**src/rtl/memory_delay_tank.sv**
```systemverilog
// Recirculating serial delay-line memory: WORDS slots of WORD_BITS bits each.
// Optional display-tube monitor output enabled by defining MEMORY_TANK_MONITOR_EN.
module memory_delay_tank #(
    parameter int WORD_BITS = 36,
    parameter int WORDS     = 16,
    parameter int ADDR_W    = 4,
    parameter int BIT_W     = 6
) (
    input  logic              tank_clk,
    input  logic              tank_rst_n,
    input  logic              tank_mib,
    input  logic              tank_wr,
    input  logic              tank_clr,
    input  logic              tank_rd,
    input  logic [ADDR_W-1:0] tank_addr,
    output logic              tank_mob,
    output logic [BIT_W-1:0]  tank_bit_pos,
    output logic [ADDR_W-1:0] tank_word_pos,
    output logic              tank_word_sync
`ifdef MEMORY_TANK_MONITOR_EN
    ,
    output logic              tank_monitor
`endif
);

    localparam int DEPTH = WORDS * WORD_BITS;

    logic [DEPTH-1:0]  store_q, store_d;
    logic [BIT_W-1:0]  bit_pos_q, bit_pos_d;
    logic [ADDR_W-1:0] word_pos_q, word_pos_d;
    logic              mob_q, mob_d;
    logic              head_bit;
    logic              match;
    logic              tail_bit;

    // The head slot and the tail slot are the same word/bit position; the
    // tail bit re-enters the store and is seen at the head DEPTH cycles later.
    always_comb begin
        head_bit = store_q[DEPTH-1];
        match    = (word_pos_q == tank_addr);
        tail_bit = head_bit;
        if (match && tank_clr) begin
            tail_bit = 1'b0;
        end else if (match && tank_wr) begin
            tail_bit = tank_mib;
        end
        store_d = {store_q[DEPTH-2:0], tail_bit};
        mob_d   = head_bit & match & tank_rd;

        bit_pos_d  = bit_pos_q + 1'b1;
        word_pos_d = word_pos_q;
        if (bit_pos_q == BIT_W'(WORD_BITS - 1)) begin
            bit_pos_d = '0;
            if (word_pos_q == ADDR_W'(WORDS - 1)) begin
                word_pos_d = '0;
            end else begin
                word_pos_d = word_pos_q + 1'b1;
            end
        end
    end

    always_ff @(posedge tank_clk) begin
        if (!tank_rst_n) begin
            store_q    <= '0;
            bit_pos_q  <= '0;
            word_pos_q <= '0;
            mob_q      <= 1'b0;
        end else begin
            store_q    <= store_d;
            bit_pos_q  <= bit_pos_d;
            word_pos_q <= word_pos_d;
            mob_q      <= mob_d;
        end
    end

    assign tank_mob       = mob_q;
    assign tank_bit_pos   = bit_pos_q;
    assign tank_word_pos  = word_pos_q;
    assign tank_word_sync = (bit_pos_q == '0);

`ifdef MEMORY_TANK_MONITOR_EN
    logic monitor_q, monitor_d;

    always_comb begin
        monitor_d = head_bit;
    end

    always_ff @(posedge tank_clk) begin
        if (!tank_rst_n) begin
            monitor_q <= 1'b0;
        end else begin
            monitor_q <= monitor_d;
        end
    end

    assign tank_monitor = monitor_q;
`endif

endmodule

```
**config.mk**
```make
export PLATFORM = sky130hd
export DESIGN_NAME = memory_delay_tank
export DESIGN_NICKNAME = d
export VERILOG_FILES = /design/src/rtl/memory_delay_tank.sv
export SDC_FILE = /design/constraint.sdc
export NUM_CORES = 1
export LEC_CHECK = 0
export ABC_CLOCK_PERIOD_IN_PS = 1500
export CAP_MARGIN = 15
export CELL_PAD_IN_SITES_DETAIL_PLACEMENT = 1
export CELL_PAD_IN_SITES_GLOBAL_PLACEMENT = 2
export CORE_AREA = 8 8 242 174
export DETAILED_ROUTE_END_ITERATION = 8
export DIE_AREA = 0 0 250 182
export HOLD_SLACK_MARGIN = 0.1
export PLACE_DENSITY_LB_ADDON = 0.1
export SLEW_MARGIN = 20
export SYNTH_ARGS = -nofsm -noshare
export SYNTH_HDL_FRONTEND = slang
export SYNTH_SLANG_ARGS = --single-unit
```
**constraint.sdc**
```tcl
create_clock -name tank_clk -period 1.5 [get_ports tank_clk]
set_input_delay 0.375 -clock tank_clk [delete_from_list [all_inputs] [get_ports tank_clk]]
set_output_delay 0.375 -clock tank_clk [all_outputs]
set_load 0.02 [all_outputs]
```
# Word-level counts from Yosys, hierarchy flattened
# Index checks and enable logic that the tools add are counted.
# classes
n_addsub	2
n_eq_ne	3
muxes	2
bitwise	3
reduce_logical	5
# op_table
cell	n
6-bit by 1-bit adder with 6-bit output (second input constant)	1
6-bit equality test (second input constant)	1
6-bit zero test	1
4-bit by 1-bit adder with 4-bit output (second input constant)	1
4-bit equality test	1
4-bit equality test (second input constant)	1
4-bit 2-to-1 mux	1
2-bit OR reduction	2
1-bit AND	2
1-bit logical AND	2
1-bit 2-to-1 mux	1
1-bit inverter	1
# word_totals
ff_bits	587
in_bits	10
output_inout_bits	12
elab_cells	20

# Longest topological paths before layout
# logic_depth
ltp_word	3
mapped_depth	4
depth_no_buf	4

# Least setup slack after synthesis
# No wires, ideal clock.
# synth_path
kind	register -> register
startpoint	register bit_pos_q[0] (netlist: tank_bit_pos[0])
endpoint	register word_pos_q[3] (netlist: tank_word_pos[3])
setup_ns	0.070
arrival_ns	1.361
required_time_ns	1.430
setup_slack_ns	0.069
path_stages_with_launch	5
n_path_buf	0
synth_period_minus_slack_ns	1.431
path_cell_list	dfxtp_1 > ha_1 > nand3_2 > or3_1 > a21boi_1
# synth_between
elab_chain_len	1
# synth_lines
element	line_no	rtl
start: declaration	29	logic [BIT_W-1:0] bit_pos_q, bit_pos_d;
start signal: assignment	70	bit_pos_q <= bit_pos_d;
6-bit equality test	52	if (bit_pos_q == BIT_W'(WORD_BITS - 1)) begin
end signal: assignment	71	word_pos_q <= word_pos_d;
end: declaration	30	logic [ADDR_W-1:0] word_pos_q, word_pos_d;
# Every way passes these cells.
# A chain may end at the register's enable or synchronous reset.

# Worst setup path after layout
# layout_path
startpoint	register bit_pos_q[3] (netlist: tank_bit_pos[3])
endpoint	output port tank_word_sync
# layout_between
elab_chain_len	1
# layout_lines
element	line_no	rtl
6-bit zero test	79	assign tank_word_sync = (bit_pos_q == '0);
end: declaration	19	output logic tank_word_sync
# Every way passes these cells.

==> tab_implementation.tex <==
\begin{tabular}{lr}
\hline
Metric & Value \\
\hline
\multicolumn{2}{l}{\textbf{Status}} \\
\quad Result of the run & finished, violations left \\
\quad Failing checks & setup timing \\
\multicolumn{2}{l}{\textbf{STA}} \\
\quad Unrepaired setup endpoints after global routing & yes \\
\quad Pins Over Slew Limit & 0 \\
\quad Worst-case setup margin in the final layout & -0.300 ns \\
\quad Worst Max-Slew Pin Slew & 0.258 ns \\
\quad F\_max & 0.556 GHz \\
\quad Clk\_skew & 0.00793 ns \\
\quad Max-slew headroom & 0.828 \\
\quad Final period util & 1.20 \\
\quad Time the worst path needs with I/O delays and setup & 1.80 ns \\
\quad Endpoints failing hold & 0 \\
\quad Final setup violating endpoints & 3 \\
\multicolumn{2}{l}{\textbf{Power and ir drop}} \\
\quad Pwr dens & 1540 mW/mm² \\
\quad Total power of the final layout & 28.7 mW \\
\quad Largest voltage drop on the vdd net & 0.942 mV \\
\quad Flop pwr share & 0.544 \\
\quad Int Pwr & 23.1 mW \\
\quad Part of the total power dissipated in the clock network & 0.443 \\
\quad Net switching component of the power & 5.61 mW \\
\quad Static Leak & 7.72 nW \\
\quad Relative contribution of combinational cells to total power & 0.014 \\
\quad Sw Ratio & 0.196 \\
\multicolumn{2}{l}{\textbf{Synthesis}} \\
\quad Number of synthesized flops with an enable pin & 0 \\
\quad Post-synthesis cell count & 1274 \\
\quad Post-synthesis net count & 1287 \\
\quad Post-synth top area cell & dfxtp\_1 \\
\quad Mapped Area & 0.0159 mm² \\
\quad Top-count cell post-synth & dfxtp\_1 \\
\quad Fraction of synthesized cell area taken by the top area cell type & 0.738 \\
\quad List of most frequent post-synthesis cells & 587 x dfxtp\_1, 577 x and2\_1, 60 x clkbuf\_1, 8 x xnor2\_1, 7 x nor2\_1 \\
\quad Register bit total from synthesis & 587 \\
\quad Synthesized area divided by synthesized cell count & 12.5 µm² \\
\quad Yosys Warn Count & 0 \\
\quad Top post-synthesis cells by area & dfxtp\_1 74\%, and2\_1 23\%, clkbuf\_1 1.4\% \\
\quad Prevailing post-synth register cell & dfxtp\_1 \\
\quad Sequential cell area fraction in the yosys report & 0.738 \\
\quad Unique cell type count in the Yosys netlist & 25 \\
\quad FFs w/ async S/R, synth & 0 \\
\multicolumn{2}{l}{\textbf{Floorplan}} \\
\quad Die ar. & 0.0455 mm² \\
\quad Initial core utilization & 0.418 \\
\quad Chip height & 182 µm \\
\quad Row Count & 60 \\
\quad Placeable core area & 0.0381 mm² \\
\quad Horizontal extent of the die & 250 µm \\
\quad Number of primary I/O pins & 22 \\
\multicolumn{2}{l}{\textbf{Critical path}} \\
\quad Crit path launch type & flip-flop \\
\quad Setup crit end kind & primary output \\
\quad Reg2reg start & tank\_bit\_pos[3] \\
\quad Endpoint arrival time on the critical path & 1.42 ns \\
\quad Maximum fanout encountered on the critical timing path & 2 \\
\quad Data required time of the critical path & 1.12 ns \\
\quad Start-to-end type of the worst setup path & reg2out \\
\quad Crit path launch & tank\_bit\_pos[3] \\
\multicolumn{2}{l}{\textbf{Detailed routing}} \\
\quad Drt pass-1 iters & 3 \\
\quad Avg Vias per Cell & 4.10 \\
\quad Total wire length & 20900 µm \\
\quad DRC Markers & 0 \\
\quad Post-detailed-route count of antenna-violating nets & 0 \\
\quad Routed vias & 7581 \\
\quad Average wire per cell in the routed design & 11.3 µm \\
\quad Number of DRC markers after the initial detailed-route iteration & 210 \\
\multicolumn{2}{l}{\textbf{Clock network}} \\
\quad CTS Root Buffer Type & clkbuf\_16 \\
\quad CTS sink count & 587 \\
\quad Clock buffer count from CTS & 53 \\
\quad H-Tree Depth & 2 \\
\quad Clock transition at the registers of the reported paths & 0.06 ns \\
\quad Bufs on Longest Clock Path & 3 \\
\quad Latest clock arrival within the worst-skew pair & 0.55 ns \\
\quad Clock tree from TritonCTS & done \\
\multicolumn{2}{l}{\textbf{Hold path}} \\
\quad Hold crit path type & in2reg \\
\quad Beginning of the worst hold path & tank\_rd \\
\multicolumn{2}{l}{\textbf{Placed design}} \\
\quad Placer's final routability congestion estimate & 0.643 \\
\quad Cell Count Post-Placement & 1756 \\
\quad Sum of net half-perimeters after detailed placement & 10100 µm \\
\quad Buffers on Ports & 21 \\
\multicolumn{2}{l}{\textbf{Layout}} \\
\quad Non-filler cells, final & 1848 \\
\quad Storage element area & 0.0118 mm² \\
\quad Combined area of the multi-input logic cells & 0.00393 mm² \\
\quad Share of layout cells above drive strength 1 & 0.0999 \\
\quad Total Nets Final & 1333 \\
\quad Diode count & 0 \\
\quad Filler cell count & 3838 \\
\quad Area growth syn-to-layout & 16.7\% \\
\multicolumn{2}{l}{\textbf{GRT}} \\
\quad Via count of the first global-routing pass & 7801 \\
\quad Overall routing resource usage & 0.0950 \\
\quad Initial antenna violation count & 0 \\
\quad Pin count of the biggest net entering global routing & 85 \\
\quad First-pass GRT wire length & 37300 µm \\
\quad Final global-route overflow total & 0 \\
\multicolumn{2}{l}{\textbf{Job}} \\
\quad Max-cap check violation count & 0 \\
\hline
\end{tabular}
## layout make-up
type / instances / share of cell area
clock buffers: 75 / 0.0817
clock inverters: 12 / 0.00606
inverters: 2 / 0.000404
multi-input cells: 620 / 0.212
flip-flops and latches: 587 / 0.633
well taps: 496 / 0.0334
repair buffers: 56 / 0.0341
## through the flow
stage                      util  hold WS, ns  area [µm²]  TNS, ns  setup slack, ns
after floorplan               -        0.412       15900        0           0.0688
after global placement    0.443        0.413       16900   -0.283           -0.283
after detailed placement  0.443        0.419       16900   -0.362           -0.309
after CTS                 0.487        0.339       18600   -0.712           -0.325
after global routing      0.487        0.366       18600   -0.748           -0.385
final                     0.487        0.378       18600   -0.331           -0.300
## worst max-delay path, stage by stage, from the launching register on
cell     delay, ns
dfxtp_2       0.33
nor3_4        0.21
and3b_2       0.22
buf_6         0.11
## state kept, by name, indices dropped and copies added (netlist names)
register and cells:
store_q 576, tank_bit_pos 6, tank_word_pos 4, tank_mob 1
## power groups by stage
stage	clock (mW)	sequential, mW	combinational [mW]
floorplan	0	16.0	0.191
global placement	0	15.9	0.385
detailed placement	0	15.9	0.388
CTS	13.3	15.6	0.404
global route	13.9	15.6	0.440
finish	12.7	15.6	0.388
## worst paths after layout
path                 endpoint  slack (ns)  cells after the start
min                  tank_mob        0.38                      3
max            tank_word_sync       -0.30                      3
min reg2reg      store_q[384]        0.43                      1
max reg2reg  tank_word_pos[3]        0.07                      6
## per-layer routing
layer / GRT usage / wire, µm / vias up
met3: 0.0291 / 930 / 59
met4: 0.0374 / 643 / 0
met1: 0.134 / 11300 / 3521
met2: 0.134 / 8050 / 63
li1: - / - / 3938
met5: 0 / 0 / -
## cells in the final DEF (no fill, tap or decap), types with 2 or more instances in the layout
cell,synthesis,layout
a21boi_1,2,2
nand2_1,3,3
o21ai_0,2,2
ha_1,3,2
buf_4,0,17
clkdlybuf4s50_1,0,8
clkbuf_8,0,11
buf_6,0,12
xnor2_1,8,8
clkbuf_16,0,53
dfxtp_2,0,6
inv_1,2,2
buf_2,5,5
nand3_1,4,4
buf_12,0,12
nand4_1,2,2
and2_1,577,577
clkinv_2,0,9
bufinv_16,0,2
clkbuf_1,60,11
dfxtp_1,587,581
nor2_1,7,7
## cell families after synthesis
| logic type | count (synthesis) | synth area share |
|---|---|---|
| buf+inv | 67 | 0.0162 |
| compound gates | 7 | 0.00322 |
| flops | 587 | 0.738 |
| xor+xnor | 9 | 0.00495 |
| simple gates | 600 | 0.235 |
| mux | 1 | 0.000629 |
| fa+ha+maj | 3 | 0.00236 |
## repair_timing
action                     in CTS  in global routing
hold buffers                    1                  0
hold endpoints to repair        3                  0
resized for setup              74                  4
pin swaps                       2                  4
setup buffers                   4                  2
setup endpoints to repair      12                  8
No activity file was read; power rests on OpenSTA's default activity.
